--- config.mk ---
export PLATFORM = sky130hd
export DESIGN_NAME = lsu_mem_master
export DESIGN_NICKNAME = d
export VERILOG_FILES = /design/src/rtl/lsu_mem_master.sv
export SDC_FILE = /design/constraint.sdc
export NUM_CORES = 1
export LEC_CHECK = 0
export ABC_AREA = 0
export BUFFER_PORTS_ARGS = -buffer_cell sky130_fd_sc_hd__buf_2
export CAP_MARGIN = 10
export CELL_PAD_IN_SITES_DETAIL_PLACEMENT = 2
export CELL_PAD_IN_SITES_GLOBAL_PLACEMENT = 2
export CORE_ASPECT_RATIO = 0.5
export CORE_UTILIZATION = 24
export DETAILED_ROUTE_END_ITERATION = 10
export GPL_ROUTABILITY_DRIVEN = 0
export PLACE_DENSITY_LB_ADDON = 0.1
export RECOVER_POWER = 50
export SLEW_MARGIN = 20
export SYNTH_ARGS = -nofsm -noshare
export SYNTH_HDL_FRONTEND = slang
export SYNTH_SLANG_ARGS = --single-unit
--- constraint.sdc ---
create_clock -name clk -period 1.5 [get_ports clk]
set_input_delay 0.225 -clock clk [delete_from_list [all_inputs] [get_ports clk]]
set_output_delay 0.225 -clock clk [all_outputs]
set_load 0.05 [all_outputs]
--- src/rtl/lsu_mem_master.sv ---
`default_nettype none
// ============================================================================
// Module  : lsu_mem_master
// Purpose : RV32I load/store unit, initiator side of the data RAM port.
//           Define LSU_TIMEOUT_EN to bound the wait for read data.
// Rev     : 1.0
// ============================================================================
module lsu_mem_master #(
  parameter int ADDR_W  = 10,
  parameter int WR_WAIT = 2,
  parameter int TIMEOUT = 16
) (
  input  logic              clk,
  input  logic              rst,
  input  logic              req,
  input  logic              is_store,
  input  logic [2:0]        funct3,
  input  logic [31:0]       addr_in,
  input  logic [31:0]       st_data,
  output logic              busy,
  output logic              done,
  output logic              fault,
  output logic [31:0]       ld_data,
  output logic              mem_read,
  output logic              mem_write,
  output logic [3:0]        mem_byteena,
  output logic [ADDR_W-1:0] mem_addr,
  output logic [31:0]       mem_wdata,
  input  logic              mem_valid,
  input  logic [31:0]       mem_rdata
);

  localparam logic [2:0] S_IDLE    = 3'd0;
  localparam logic [2:0] S_ISSUE   = 3'd1;
  localparam logic [2:0] S_WAIT_RD = 3'd2;
  localparam logic [2:0] S_WAIT_WR = 3'd3;
  localparam logic [2:0] S_FIN     = 3'd4;

  localparam int                WCNT_W    = $clog2(WR_WAIT + 1);
  localparam logic [WCNT_W-1:0] WCNT_INIT = WCNT_W'(WR_WAIT - 1);
  localparam logic [WCNT_W-1:0] WCNT_ONE  = WCNT_W'(1);

  logic [2:0]        state_q, state_d;
  logic [2:0]        f3_q, f3_d;
  logic [1:0]        off_q, off_d;
  logic              st_q, st_d;
  logic [WCNT_W-1:0] wcnt_q, wcnt_d;

  logic              busy_q, busy_d;
  logic              done_q, done_d;
  logic              fault_q, fault_d;
  logic [31:0]       ld_data_q, ld_data_d;
  logic              mem_read_q, mem_read_d;
  logic              mem_write_q, mem_write_d;
  logic [3:0]        mem_byteena_q, mem_byteena_d;
  logic [ADDR_W-1:0] mem_addr_q, mem_addr_d;
  logic [31:0]       mem_wdata_q, mem_wdata_d;

  logic              accept;
  logic              legal;
  logic              timeout_hit;
  logic [3:0]        be_calc;
  logic [31:0]       wdata_calc;
  logic [31:0]       rd_shift;
  logic [31:0]       ld_fmt;
  logic              unused_addr_hi;

  assign unused_addr_hi = ^addr_in[31:ADDR_W+2];

  // FIN is the last cycle of an access, so a request there is taken exactly
  // as it would be in IDLE; the RAM controller is already idle by then.
  assign accept = req && ((state_q == S_IDLE) || (state_q == S_FIN));

`ifdef LSU_TIMEOUT_EN
  localparam int                TCNT_W    = $clog2(TIMEOUT + 1);
  localparam logic [TCNT_W-1:0] TCNT_INIT = TCNT_W'(TIMEOUT - 1);
  localparam logic [TCNT_W-1:0] TCNT_ONE  = TCNT_W'(1);

  logic [TCNT_W-1:0] tcnt_q, tcnt_d;

  assign timeout_hit = (state_q == S_WAIT_RD) && !mem_valid && (tcnt_q == '0);
`else
  assign timeout_hit = 1'b0;
`endif

  always_comb begin
    legal = 1'b0;
    case (funct3[1:0])
      2'b00:   legal = 1'b1;
      2'b01:   legal = ~addr_in[0];
      2'b10:   legal = (addr_in[1:0] == 2'b00);
      default: legal = 1'b0;
    endcase
    // Loads only allow the unsigned byte/half variants with funct3[2] set.
    if (funct3[2] && (is_store || funct3[1])) begin
      legal = 1'b0;
    end
  end

  always_comb begin
    be_calc    = 4'b1111;
    wdata_calc = st_data;
    case (funct3[1:0])
      2'b00: begin
        be_calc    = 4'b0001 << addr_in[1:0];
        wdata_calc = {4{st_data[7:0]}};
      end
      2'b01: begin
        be_calc    = addr_in[1] ? 4'b1100 : 4'b0011;
        wdata_calc = {2{st_data[15:0]}};
      end
      default: begin
        be_calc    = 4'b1111;
        wdata_calc = st_data;
      end
    endcase
  end

  always_comb begin
    rd_shift = mem_rdata >> {off_q, 3'b000};
    case (f3_q)
      3'b000:  ld_fmt = {{24{rd_shift[7]}}, rd_shift[7:0]};
      3'b001:  ld_fmt = {{16{rd_shift[15]}}, rd_shift[15:0]};
      3'b100:  ld_fmt = {24'd0, rd_shift[7:0]};
      3'b101:  ld_fmt = {16'd0, rd_shift[15:0]};
      default: ld_fmt = rd_shift;
    endcase
  end

  always_ff @(posedge clk) begin
    if (!rst) begin
      state_q       <= S_IDLE;
      f3_q          <= '0;
      off_q         <= '0;
      st_q          <= 1'b0;
      wcnt_q        <= '0;
      busy_q        <= 1'b0;
      done_q        <= 1'b0;
      fault_q       <= 1'b0;
      ld_data_q     <= '0;
      mem_read_q    <= 1'b0;
      mem_write_q   <= 1'b0;
      mem_byteena_q <= '0;
      mem_addr_q    <= '0;
      mem_wdata_q   <= '0;
`ifdef LSU_TIMEOUT_EN
      tcnt_q        <= '0;
`endif
    end else begin
      state_q       <= state_d;
      f3_q          <= f3_d;
      off_q         <= off_d;
      st_q          <= st_d;
      wcnt_q        <= wcnt_d;
      busy_q        <= busy_d;
      done_q        <= done_d;
      fault_q       <= fault_d;
      ld_data_q     <= ld_data_d;
      mem_read_q    <= mem_read_d;
      mem_write_q   <= mem_write_d;
      mem_byteena_q <= mem_byteena_d;
      mem_addr_q    <= mem_addr_d;
      mem_wdata_q   <= mem_wdata_d;
`ifdef LSU_TIMEOUT_EN
      tcnt_q        <= tcnt_d;
`endif
    end
  end

  always_comb begin
    state_d = state_q;
    f3_d    = f3_q;
    off_d   = off_q;
    st_d    = st_q;
    wcnt_d  = wcnt_q;
`ifdef LSU_TIMEOUT_EN
    tcnt_d  = tcnt_q;
`endif
    case (state_q)
      S_IDLE, S_FIN: begin
        state_d = S_IDLE;
        if (accept) begin
          f3_d    = funct3;
          off_d   = addr_in[1:0];
          st_d    = is_store;
          state_d = legal ? S_ISSUE : S_FIN;
        end
      end
      S_ISSUE: begin
        if (st_q) begin
          state_d = S_WAIT_WR;
          wcnt_d  = WCNT_INIT;
        end else begin
          state_d = S_WAIT_RD;
`ifdef LSU_TIMEOUT_EN
          tcnt_d  = TCNT_INIT;
`endif
        end
      end
      S_WAIT_RD: begin
        if (mem_valid) begin
          state_d = S_FIN;
        end else if (timeout_hit) begin
          state_d = S_FIN;
        end else begin
`ifdef LSU_TIMEOUT_EN
          tcnt_d  = tcnt_q - TCNT_ONE;
`endif
        end
      end
      S_WAIT_WR: begin
        wcnt_d = wcnt_q - WCNT_ONE;
        if (wcnt_q <= WCNT_ONE) begin
          state_d = S_FIN;
        end
      end
      default: state_d = S_IDLE;
    endcase
  end

  always_comb begin
    busy_d        = (state_d != S_IDLE);
    done_d        = (state_d == S_FIN);
    fault_d       = (accept && !legal) || timeout_hit;
    mem_read_d    = 1'b0;
    mem_write_d   = 1'b0;
    mem_byteena_d = mem_byteena_q;
    mem_addr_d    = mem_addr_q;
    mem_wdata_d   = mem_wdata_q;
    ld_data_d     = ld_data_q;
    if (accept && legal) begin
      mem_read_d    = !is_store;
      mem_write_d   = is_store;
      mem_byteena_d = be_calc;
      mem_addr_d    = addr_in[ADDR_W+1:2];
      mem_wdata_d   = wdata_calc;
    end
    if ((state_q == S_WAIT_RD) && mem_valid) begin
      ld_data_d = ld_fmt;
    end
  end

  assign busy        = busy_q;
  assign done        = done_q;
  assign fault       = fault_q;
  assign ld_data     = ld_data_q;
  assign mem_read    = mem_read_q;
  assign mem_write   = mem_write_q;
  assign mem_byteena = mem_byteena_q;
  assign mem_addr    = mem_addr_q;
  assign mem_wdata   = mem_wdata_q;

endmodule
`default_nettype wire

### After elaboration in Yosys (flattened, before gate mapping)

Cells that the tools add are included.

* register bits: 94
* output and inout bits: 83

* add/sub/neg operators: 1
* $lt $le $gt $ge: 1
* equality and inequality tests: 11
* shift-type cells: 2
* multiplexer cells: 14
* bitwise gates (word level): 1
* reductions and logical operators: 19

Operators by type and width (number)
* 32-bit case mux with 4 select lines: 1
* 32-bit case mux with 2 select lines: 1
* 32-bit by 5-bit >> shifter with 32-bit output: 1
* 3-bit equality test, second input constant: 4
* 3-bit two-way mux: 4
* 3-bit case mux with 4 select lines: 1
* 4-bit case mux with 2 select lines: 1
* 3-bit by 1-bit equality test with 1-bit output, second input constant: 2
* 3-bit by 2-bit equality test with 1-bit output, second input constant: 2
* 3-bit logical NOT: 2
* 2-bit AND reduction: 3
* 1-bit logical AND: 5
* 2-bit logical NOT: 2
* 4-bit two-way mux: 1
* 2-bit case mux with 2 select lines: 1
* 1-bit by 2-bit << shifter with 4-bit output, first input constant: 1
* 1-bit case mux with 3 select lines: 1
* 3-bit nonzero test: 1
* 2-bit by 1-bit equality test with 1-bit output, second input constant: 1
* 2-bit equality test, second input constant: 1
* 2-bit by 1-bit less-or-equal comparator with 1-bit output, second input constant: 1
* 1-bit logical NOT: 2
* 1-bit logical OR: 2
* 1-bit two-way mux: 2
* other kinds (6): 6

### Logic depth before layout (Yosys ltp)

Gate-level depths: netlist of the first run.

* depth after elaboration: 7
* depth in mapped cells: 8
* depth with buffers taken out: 6

### Worst setup path after synthesis of the first run

No wires, ideal clock.

* path kind: register -> register
* from: register off_q[1]
* to: register ld_data_q[21] (netlist: ld_data[21])
* library setup time: 122 ps
* arrival time: 1489 ps
* setup slack: -110 ps
* cell stages (with the launch flop): 5
* clock period less this slack: 1610 ps
* path through: dfxtp_1 -> mux4_2 -> o211ai_2 -> buf_2 -> a21oi_1

* word-level cells in the longest chain between the ends: 2

Ends and longest elaborated chain
* from (decl): RTL line 45 `logic [1:0] off_q, off_d;`
* from (signal assigned): RTL line 134 `off_q <= '0;`
* from (signal assigned): RTL line 152 `off_q <= off_d;`
* 32-bit by 5-bit >> shifter with 32-bit output: RTL line 120 `rd_shift = mem_rdata >> {off_q, 3'b000};`
* 32-bit case mux with 4 select lines: RTL line 121 `case (f3_q)`
* to (signal assigned): RTL line 158 `ld_data_q <= ld_data_d;`
* to (decl): RTL line 52 `logic [31:0] ld_data_q, ld_data_d;`

Every way passes these cells.
A chain may end at the register's enable or synchronous reset.

### Worst setup path in the final report of the first run

* from: register state_q[0]
* to: register ld_data_q[30] (netlist: ld_data[30])

* word-level cells in the longest chain between the ends: 2

Ends and longest elaborated chain
* from (decl): RTL line 43 `logic [2:0] state_q, state_d;`
* from (signal assigned): RTL line 150 `state_q <= state_d;`
* 3-bit by 2-bit equality test with 1-bit output: RTL line 238 `if ((state_q == S_WAIT_RD) && mem_valid) begin`
* 1-bit logical AND: RTL line 238

Every way passes these cells.

==> impl_metrics.csv, run 1 <==
group,metric,value,unit
global_route,grt_pass1_wl,27.2,mm
placement,placed_cell_area,0.00581,mm²
die,start_util,25.0,%
die,io_pins,187,
detailed_routing,wl_per_cell,18.9,µm
synth,yosys-top-cells-count,"dfxtp_1, nand2_1, o21ai_0, a21oi_1, mux2i_1",
power_and_ir_drop,net-switching-power,2070,µW
clock_network,h-tree-depth,3,
die,rows,34,
global_route,overflow,0,
die,die_h,97.9,µm
detailed_routing,via_per_inst,4.87,
synth,synth_top_area_cell,"dfxtp_1",
power_and_ir_drop,clkPwrFrac,36.9,%
synth,synth_edf_count,0,
sta,fin_setup_tns,-1.88,ns
global_route,grt_pass1_vias,4953,
synth,syn_avg_cell_area,8.58,µm²
synth,yosysMostFrequentCell,"dfxtp_1",
final_layout,area_growth,59.0,%
detailed_routing,drt_wl_total,18.1,mm
final_layout,drive_gt1_share,48.1,%
final_layout,regArea,0.00189,mm²
sta,worst_slew_pin_slew,0.625,ns
final_layout,final_nets,819,
detailed_routing,drt_iter0_markers,158,
clock_network,clk_path_buf_depth,2,
synth,synth_flop_cell,"dfxtp_1",
synth,yosys_warnings,0,
power_and_ir_drop,vdd_drop_max,550,µV
synth,synth.area.top_cells,"dfxtp_1, mux2i_1, o21ai_0",
detailed_routing,ant_nets,0,
power_and_ir_drop,p_per_area,963,mW/mm²
run_status,failed_checks,"negative setup slack",
sta,finalCritPeriodShare,107,%
sta,finalClockSkew,0.00619,ns
synth,synthCells,515,
global_route,grt_max_degree,66,
detailed_routing,drc_errors,0,
sta,maxSlewViolCount,0,
synth,syn_nets,620,
final_layout,multi_input_area,0.00269,mm²
die,die_x,194,µm
placement,dp_hpwl,12.3,mm
synth,yosys_register_bits,94,
sta,final-setup-viol-count,50,
placement,numPortBuffers,166,
sta,fin_ws,-0.106,ns
synth,async_flop_share,0,%
die,die_area,0.0190,mm²
final_layout,fin_area,0.00702,mm²
sta,min_period,1.61,ns
final_layout,final_util,39.7,%
clock_network,cts_root_buffer,"clkbuf_16",
clock_network,hold_buffers,0,
die,core-area,0.0177,mm²
synth,ys_types,42,
final_layout,fill_cells,1964,
worst_setup_path,required,1.73,ns
power_and_ir_drop,power_frac_comb,23.6,%
global_route,track_usage,18.4,%
hold_path,holdCritPathClass,"in2reg",
worst_setup_path,critPathKind,"reg2reg",
clock_network,clock-sinks,94,
detailed_routing,first_pass_iters,4,
synth,yosysTopAreaCellShare,42.6,%
power_and_ir_drop,p_int,4700,µW
synth,syn_area,0.00442,mm²
detailed_routing,vias,4645,
flow_run,maxCapViolCount,0,
synth,seq_area_frac_synth,42.6,%
worst_setup_path,path_max_fanout,5,
power_and_ir_drop,seq_power_share,39.5,%
clock_network,clkTransAtPathRegs,0.07,ns
clock_network,cts_tree,"yes",
sta,slew_headroom,58.2,%
worst_setup_path,critPathArrivalTime,1.83,ns
global_route,antenna_found_initial,2,
worst_setup_path,start_kind,"flop",
clock_network,cts_buffers,9,
sta,rsz0062_at_grt,"yes",
power_and_ir_drop,sw_frac_of_total,30.6,%
sta,timing.fmax,0.623,GHz
clock_network,clkLatencyLatePin,0.35,ns
power_and_ir_drop,p_leak,0.00319,µW
worst_setup_path,worst_setup_path_end_kind,"flop",
sta,hold_violations,0,
run_status,status,"finished, violations left",
layout make-up:
class                           count  share of cell area, %
Sequential cell                    94                   27.0
Clock inverter                      3                  0.570
Clock buffer                       13                   3.99
Antenna cell                        1                 0.0356
Timing Repair Buffer              234                   25.8
Inverter                            5                  0.267
Multi-Input combinational cell    370                   38.2
Tap cell                          234                   4.17
timing repair:
item / CTS / global route
cloned: 5 / 8
setup endpoints to repair: 78 / 81
buffers inserted: 6 / 5
pin swaps: 3 / 37
gates resized for setup: 36 / 113
metrics by stage:
step           power [µW]  setup slack, ns  std cells  hold WS, ns
2_1_floorplan        3550         -0.00601        515        0.297
3_3_place_gp         4050           -0.239        915        0.439
3_5_place_dp         4070           -0.293        915        0.446
4_1_cts              6730          -0.0590        942       0.0785
5_1_grt              7100           -0.145        953        0.110
6_report             6760           -0.106        954        0.106
path summary, 6_finish.rpt:
check	end	slack, ns	startpoint	cells after the start
max	ld_data[30]	-0.11	state_q[0]	5
max reg2reg	ld_data[30]	-0.11	state_q[0]	5
min	mem_addr[2]	0.11	addr_in[4]	3
min reg2reg	mem_wdata[5]	0.45	mem_wdata[5]	2
cell families (layout without fill, tap and decap cells):
kind of cell	count (synthesis)	after routing	synth area share, %
compound gates	173	173	24.9
mux	46	46	10.9
other cells	0	1	0
simple gates	150	150	15.6
buf+inv	51	255	5.64
flops	94	94	42.6
fa+ha+maj	1	1	0.283
routing by layer:
| layer | GRT usage, % | share of wire (%) | vias to the layer above |
|---|---|---|---|
| li1 | - | - | 2234 |
| met1 | 22.8 | 46 | 2288 |
| met2 | 30.9 | 48 | 106 |
| met3 | 6.25 | 5.8 | 15 |
| met4 | 4.03 | 0.82 | 2 |
| met5 | 0 | 0.044 | - |
critical path: stages, from the launching register on:
cell       delay (ns)
dfxtp_4          0.36
or4b_4           0.58
buf_12           0.17
clkbuf_16        0.16
a21oi_4          0.13
a21oi_2          0.08
flip-flops by register name, summed over array words and instances, names as in the netlist:
register / count
state_q: 3
done: 1
mem_read: 1
off_q: 2
mem_byteena: 4
mem_write: 1
ld_data: 32
mem_addr: 10
busy: 1
fault: 1
st_q: 1
f3_q: 3
wcnt_q: 2
mem_wdata: 32
power by group through the flow:
| stage | clock [µW] | sequential (µW) | combinational, µW |
|---|---|---|---|
| 6_report | 2500 | 2670 | 1600 |
| 5_1_grt | 2710 | 2690 | 1700 |
| 4_1_cts | 2610 | 2670 | 1460 |
| 3_5_place_dp | 0 | 2730 | 1350 |
| 3_3_place_gp | 0 | 2730 | 1320 |
| 2_1_floorplan | 0 | 3050 | 508 |
placed cells by master, fill, tap and decap left out, types with 6 or more instances in the layout:
cell type	n
nor2b_1	6
buf_8	6
o21ai_1	22
buf_2	118
nor2_1	12
nand2_1	64
mux2i_1	37
o211ai_1	10
nand3_1	15
a21oi_4	10
a21oi_2	22
clkbuf_2	44
clkbuf_16	17
nand2_2	13
buf_12	15
mux2_2	8
o21ai_0	45
a21boi_1	6
a21oi_1	13
o2bb2ai_1	7
dfxtp_1	89
o211a_1	23
nand3_2	18
buf_4	32
No activity file was read; power rests on OpenSTA's default activity.
==> run 2, diff against run 1 <==
- TNS_END_PERCENT: not set -> 50
==> run 2 against run 1 <==
Effect of this change:
- the run still ends with negative setup slack left
- first-iteration DRC count rose by 10%
- largest cell class unchanged
- critical path type unchanged
- highest routed layer unchanged
- combinational power is 6% lower
- global-route usage down 0.20 points
- flip-flop and latch count stayed put
- via count is 0.67% lower
- critical path depth increased by 3
==> impl_metrics.csv, run 2 (synthesis results as in run 1) <==
group,metric,value,unit
power_and_ir_drop,p_per_area,991,mW/mm²
hold_path,min_path_cells,3,
clock_network,cts_root_buffer,"clkbuf_16",
worst_setup_path,start_kind,"flop",
final_layout,final_nets,813,
global_route,track_usage,18.2,%
final_layout,multi_input_area,0.00257,mm²
worst_setup_path,r2r_end,"mem_wdata[18]",
worst_setup_path,reg2regPathDepth,8,
worst_setup_path,worst_setup_path_end_kind,"flop",
power_and_ir_drop,p_leak,0.00309,µW
clock_network,h-tree-depth,3,
clock_network,clock-sinks,94,
sta,maxSlewViolCount,0,
hold_path,holdCritPathClass,"in2reg",
final_layout,regArea,0.00189,mm²
power_and_ir_drop,vdd_drop_max,546,µV
detailed_routing,via_per_inst,4.87,
final_layout,fill_cells,2000,
placement,numPortBuffers,166,
run_status,failed_checks,"negative setup slack",
sta,timing.fmax,0.644,GHz
worst_setup_path,critPathArrivalTime,1.80,ns
detailed_routing,drt_iter0_markers,174,
global_route,grt_pass1_wl,26.9,mm
clock_network,clkTransAtPathRegs,0.07,ns
final_layout,final_common_cell,"buf_2",
clock_network,clk_path_buf_depth,2,
global_route,grt_pass1_vias,4938,
sta,min_period,1.55,ns
global_route,antenna_found_initial,2,
die,rows,34,
worst_setup_path,critPathKind,"reg2reg",
sta,slew_headroom,58.7,%
sta,worst_slew_pin_slew,0.617,ns
placement,place_ws,-0.293,ns
clock_network,cts_tree,"yes",
die,die_h,97.9,µm
detailed_routing,first_pass_iters,4,
global_route,grt_max_degree,66,
worst_setup_path,required,1.74,ns
detailed_routing,wl_per_cell,18.2,µm
flow_run,maxCapViolCount,0,
final_layout,drive_gt1_share,44.3,%
sta,fin_ws,-0.0536,ns
final_layout,area_growth,52.5,%
die,start_util,25.0,%
placement,post-place-cells,915,
sta,final-setup-viol-count,38,
placement,dp_hpwl,12.3,mm
clock_network,clkLatencyLatePin,0.35,ns
sta,finalClockSkew,0.00592,ns
worst_setup_path,r2r_slack,-0.05,ns
hold_path,whs_endpoint,"mem_addr[8]",
detailed_routing,drt_wl_total,17.2,mm
final_layout,final_cell_mix,"buf_2, dfxtp_1, nand2_1",
sta,hold_violations,0,
hold_path,worstHoldStart,"addr_in[10]",
worst_setup_path,path_max_fanout,6,
die,die_x,194,µm
die,core-area,0.0177,mm²
run_status,status,"finished, violations left",
sta,finalCritPeriodShare,104,%
die,die_area,0.0190,mm²
sta,rsz0062_at_grt,"yes",
die,io_pins,187,
detailed_routing,ant_nets,0,
final_layout,stdcell_count,948,
detailed_routing,vias,4614,
clock_network,cts_buffers,9,
global_route,overflow,0,
clock_network,hold_buffers,0,
worst_setup_path,worstReg2RegStart,"state_q[1]",
detailed_routing,drc_errors,0,
==> run 2: what timing repair did <==
action / 4_1_cts / 5_1_grt
buffers inserted: 6 / 3
gates cloned: 4 / 5
resized for setup: 37 / 65
pin swaps: 3 / 13
endpoints found under the setup margin: 78 / 81
==> run 2: stage by stage <==
step	hold slack [ns]	instance area (µm²)	utilization, %	TNS (ns)	power, µW
final	0.109	6740	38.1	-0.623	6680
after global routing	0.111	6740	38.1	-5.76	7020
after global placement	0.439	5810	32.8	-11.05	4050
after detailed placement	0.446	5810	32.8	-13.27	4070
after floorplan	0.297	4470	-	-0.0896	3550
after CTS	0.0785	6400	36.2	-2.04	6720
==> run 2: worst max-delay path by stage <==
stage                from  depth (start not counted)             to  slack (ns)
2_1_floorplan    off_q[1]                          4    ld_data[21]      -0.006
3_3_place_gp   addr_in[1]                          7   mem_wdata[0]       -0.24
3_5_place_dp   addr_in[1]                          7  mem_wdata[23]       -0.29
4_1_cts        state_q[0]                          4    ld_data[31]       -0.06
5_1_grt        state_q[1]                          8  mem_wdata[18]       -0.14
6_report       state_q[1]                          8  mem_wdata[18]       -0.05
==> run 2: metal layers <==
metal	up-vias	global-route usage (%)	wire, µm
met5	-	0	8
met4	2	4.03	127
met3	13	6.25	1090
met2	109	30.6	8040
met1	2270	22.5	7970
li1	2220	-	-
==> run 2: power by group <==
| group | internal [µW] | switching, µW | leakage, µW |
|---|---|---|---|
| combinational | 578 | 933 | 0.00217 |
| sequential | 2600 | 64.5 | 0.000767 |
| clock | 1470 | 1030 | 0.000162 |
==> run 2: layout make-up <==
type	instances	share of cell area (%)
Antenna cell	1	0.0371
Clock buffer	13	4.16
Clock inverter	3	0.594
Inverter	5	0.279
Multi-Input combinational cell	370	38.1
Sequential cell	94	28.1
Tap cell	234	4.35
Timing Repair Buffer	228	24.3
==> run 2: worst max-delay path: stages (launching register included) <==
cell and delay, ns:
dfxtp_4 0.36, nor3b_2 0.17, buf_4 0.14, a21boi_4 0.19, buf_12 0.16, clkbuf_16 0.16
buf_12 0.11, nand2_2 0.04, o211a_1 0.12
==> run 3, diff against run 2 <==
--- a/config.mk
+++ b/config.mk
@@ -11,5 +11,4 @@
 export CELL_PAD_IN_SITES_DETAIL_PLACEMENT = 2
 export CELL_PAD_IN_SITES_GLOBAL_PLACEMENT = 2
-export CORE_ASPECT_RATIO = 0.5
 export CORE_UTILIZATION = 24
 export DETAILED_ROUTE_END_ITERATION = 10
@@ -17,4 +16,5 @@
 export PLACE_DENSITY_LB_ADDON = 0.1
 export RECOVER_POWER = 50
+export SKIP_CTS_REPAIR_TIMING = 1
 export SLEW_MARGIN = 20
 export SYNTH_ARGS = -nofsm -noshare
==> constraint.sdc (replaced) <==
create_clock -name clk -period 1.5 [get_ports clk]
set_input_delay 0.15 -clock clk [delete_from_list [all_inputs] [get_ports clk]]
set_output_delay 0.15 -clock clk [all_outputs]
set_load 0.05 [all_outputs]
==> run 3 against run 2 <==
Effect of this change:
- the flow still finishes with violations (negative setup slack)
- global-route usage decreased by 0.63 points
- via count decreased by 1.5%
- clock skew increased by 0.0027 ns
- hold slack got worse by 0.068 ns
- combinational power decreased by 4%
- critical path depth unchanged
- sequential power about the same
- register-to-register slack got worse by 0.05 ns
- setup slack got worse by 0.053 ns
- clock-buffer cell count unchanged
- largest cell class unchanged
- cell area decreased by 4.9%
- wire length increased by 1.7%
==> impl_metrics.csv, run 3 (synthesis results as in run 1) <==
group,metric,value,unit
run_status,status,"finished, violations left",
run_status,failed_checks,"negative setup slack",
power_and_ir_drop,vdd_drop_max,582,µV
final_layout,area_growth,45.0,%
final_layout,final_nets,806,
die,start_util,24.5,%
final_layout,fill_cells,2041,
detailed_routing,first_pass_iters,4,
sta,finalCritPeriodShare,107,%
sta,rsz0062_at_grt,"yes",
final_layout,final_cell_mix,"buf_2, dfxtp_1, nand2_1",
final_layout,diodes,0,
clock_network,cts_root_buffer,"clkbuf_16",
power_and_ir_drop,sw_frac_of_total,30.9,%
die,core-area,0.0180,mm²
clock_network,clock-sinks,94,
placement,numPortBuffers,166,
sta,maxSlewViolCount,0,
worst_setup_path,worst_setup_path_end_kind,"flop",
power_and_ir_drop,seq_power_share,41.2,%
clock_network,cts_tree,"yes",
power_and_ir_drop,p_int,4480,µW
worst_setup_path,required,1.74,ns
global_route,overflow,0,
detailed_routing,drt_iter0_markers,122,
sta,finalClockSkew,0.00863,ns
detailed_routing,wl_per_cell,18.7,µm
power_and_ir_drop,p_leak,0.00301,µW
clock_network,clk_path_buf_depth,2,
worst_setup_path,start_kind,"flop",
hold_path,min_path_cells,3,
die,die_x,138,µm
final_layout,final_common_cell,"buf_2",
sta,worst_slew_pin_slew,0.640,ns
flow_run,maxCapViolCount,0,
sta,fin_ws,-0.107,ns
clock_network,clkLatencyLatePin,0.35,ns
detailed_routing,vias,4546,
die,io_pins,187,
power_and_ir_drop,power_frac_comb,22.3,%
detailed_routing,drt_wl_total,17.5,mm
sta,min_period,1.61,ns
global_route,track_usage,17.6,%
sta,hold_violations,0,
worst_setup_path,path_max_fanout,6,
power_and_ir_drop,net-switching-power,2000,µW
clock_network,cts_buffers,9,
sta,timing.fmax,0.622,GHz
worst_setup_path,critPathArrivalTime,1.85,ns
sta,fin_setup_tns,-2.64,ns
hold_path,holdCritPathClass,"in2reg",
placement,dp_hpwl,12.3,mm
power_and_ir_drop,total_power,6490,µW
power_and_ir_drop,clkPwrFrac,36.5,%
worst_setup_path,critPathKind,"reg2reg",
global_route,antenna_found_initial,0,
power_and_ir_drop,p_per_area,1010,mW/mm²
die,die_area,0.0189,mm²
detailed_routing,drc_errors,0,
clock_network,h-tree-depth,3,
sta,fin_hold_ws,0.0405,ns
global_route,grt_pass1_vias,4810,
sta,final-setup-viol-count,58,
final_layout,drive_gt1_share,38.8,%
detailed_routing,via_per_inst,4.86,
worst_setup_path,reg2regPathDepth,8,
global_route,grt_pass1_wl,25.1,mm
detailed_routing,ant_nets,0,
sta,slew_headroom,57.5,%
clock_network,clkTransAtPathRegs,0.07,ns
global_route,grt_max_degree,53,
die,die_h,138,µm
die,rows,49,
run 3: changes by cell type in the layout (fill, tap and decap cells not counted), sizes merged:
cell    previous run  this run
clkbuf            67        29
diode              1         0
buf              174       205
run 3: final timing paths:
| kind | from | endpoint | slack (ns) |
|---|---|---|---|
| worst max-delay path | state_q[0] | mem_wdata[19] | -0.11 |
| worst min-delay path | addr_in[5] | mem_addr[3] | 0.04 |
| worst max register to register | state_q[0] | mem_wdata[19] | -0.11 |
| worst min register to register | mem_wdata[27] | mem_wdata[27] | 0.46 |
run 3: through the flow:
step | std cells | instance area (µm²) | setup WS, ns | util (%)
after floorplan | 515 | 4470 | -0.00601 | -
after global placement | 905 | 5730 | -0.173 | 31.8
after detailed placement | 905 | 5730 | -0.292 | 31.8
after CTS | 921 | 6030 | -0.280 | 33.4
after global routing | 935 | 6410 | -0.168 | 35.5
final | 935 | 6410 | -0.107 | 35.5
run 3: final cells by class:
class                      instances  area, µm²  share of cell area, %
clock inverter                     3       43.8                  0.684
sequential                        94       1890                   29.5
clock buffer                      13        250                   3.91
inverter                           5       18.8                  0.293
timing repair buffer             221       1470                   22.9
tap                              229        287                   4.47
multi-input combinational        370       2450                   38.2
run 3: layer usage:
metal,share of wire [%],vias to the layer above,GRT usage (%)
met5,0,-,0
met2,50,97,30.7
met1,43,2232,20.6
li1,-,2200,-
met4,1.3,0,5.62
met3,4.9,17,4.78
run 3: power by group through the flow:
stage / logic (µW) / clock network (µW) / registers, µW
2_1_floorplan: 508 / 0 / 3050
3_3_place_gp: 1290 / 0 / 2720
3_5_place_dp: 1320 / 0 / 2730
4_1_cts: 1320 / 2470 / 2670
5_1_grt: 1550 / 2550 / 2680
6_report: 1450 / 2370 / 2670
run 3: worst max-delay path: stages (launching register included):
cell and delay [ns]:
dfxtp_4 0.36, nor3b_4 0.21, buf_4 0.14, a21boi_4 0.23, buf_12 0.14, buf_12 0.10, clkbuf_16 0.14, nand2_1 0.05
o211a_1 0.12
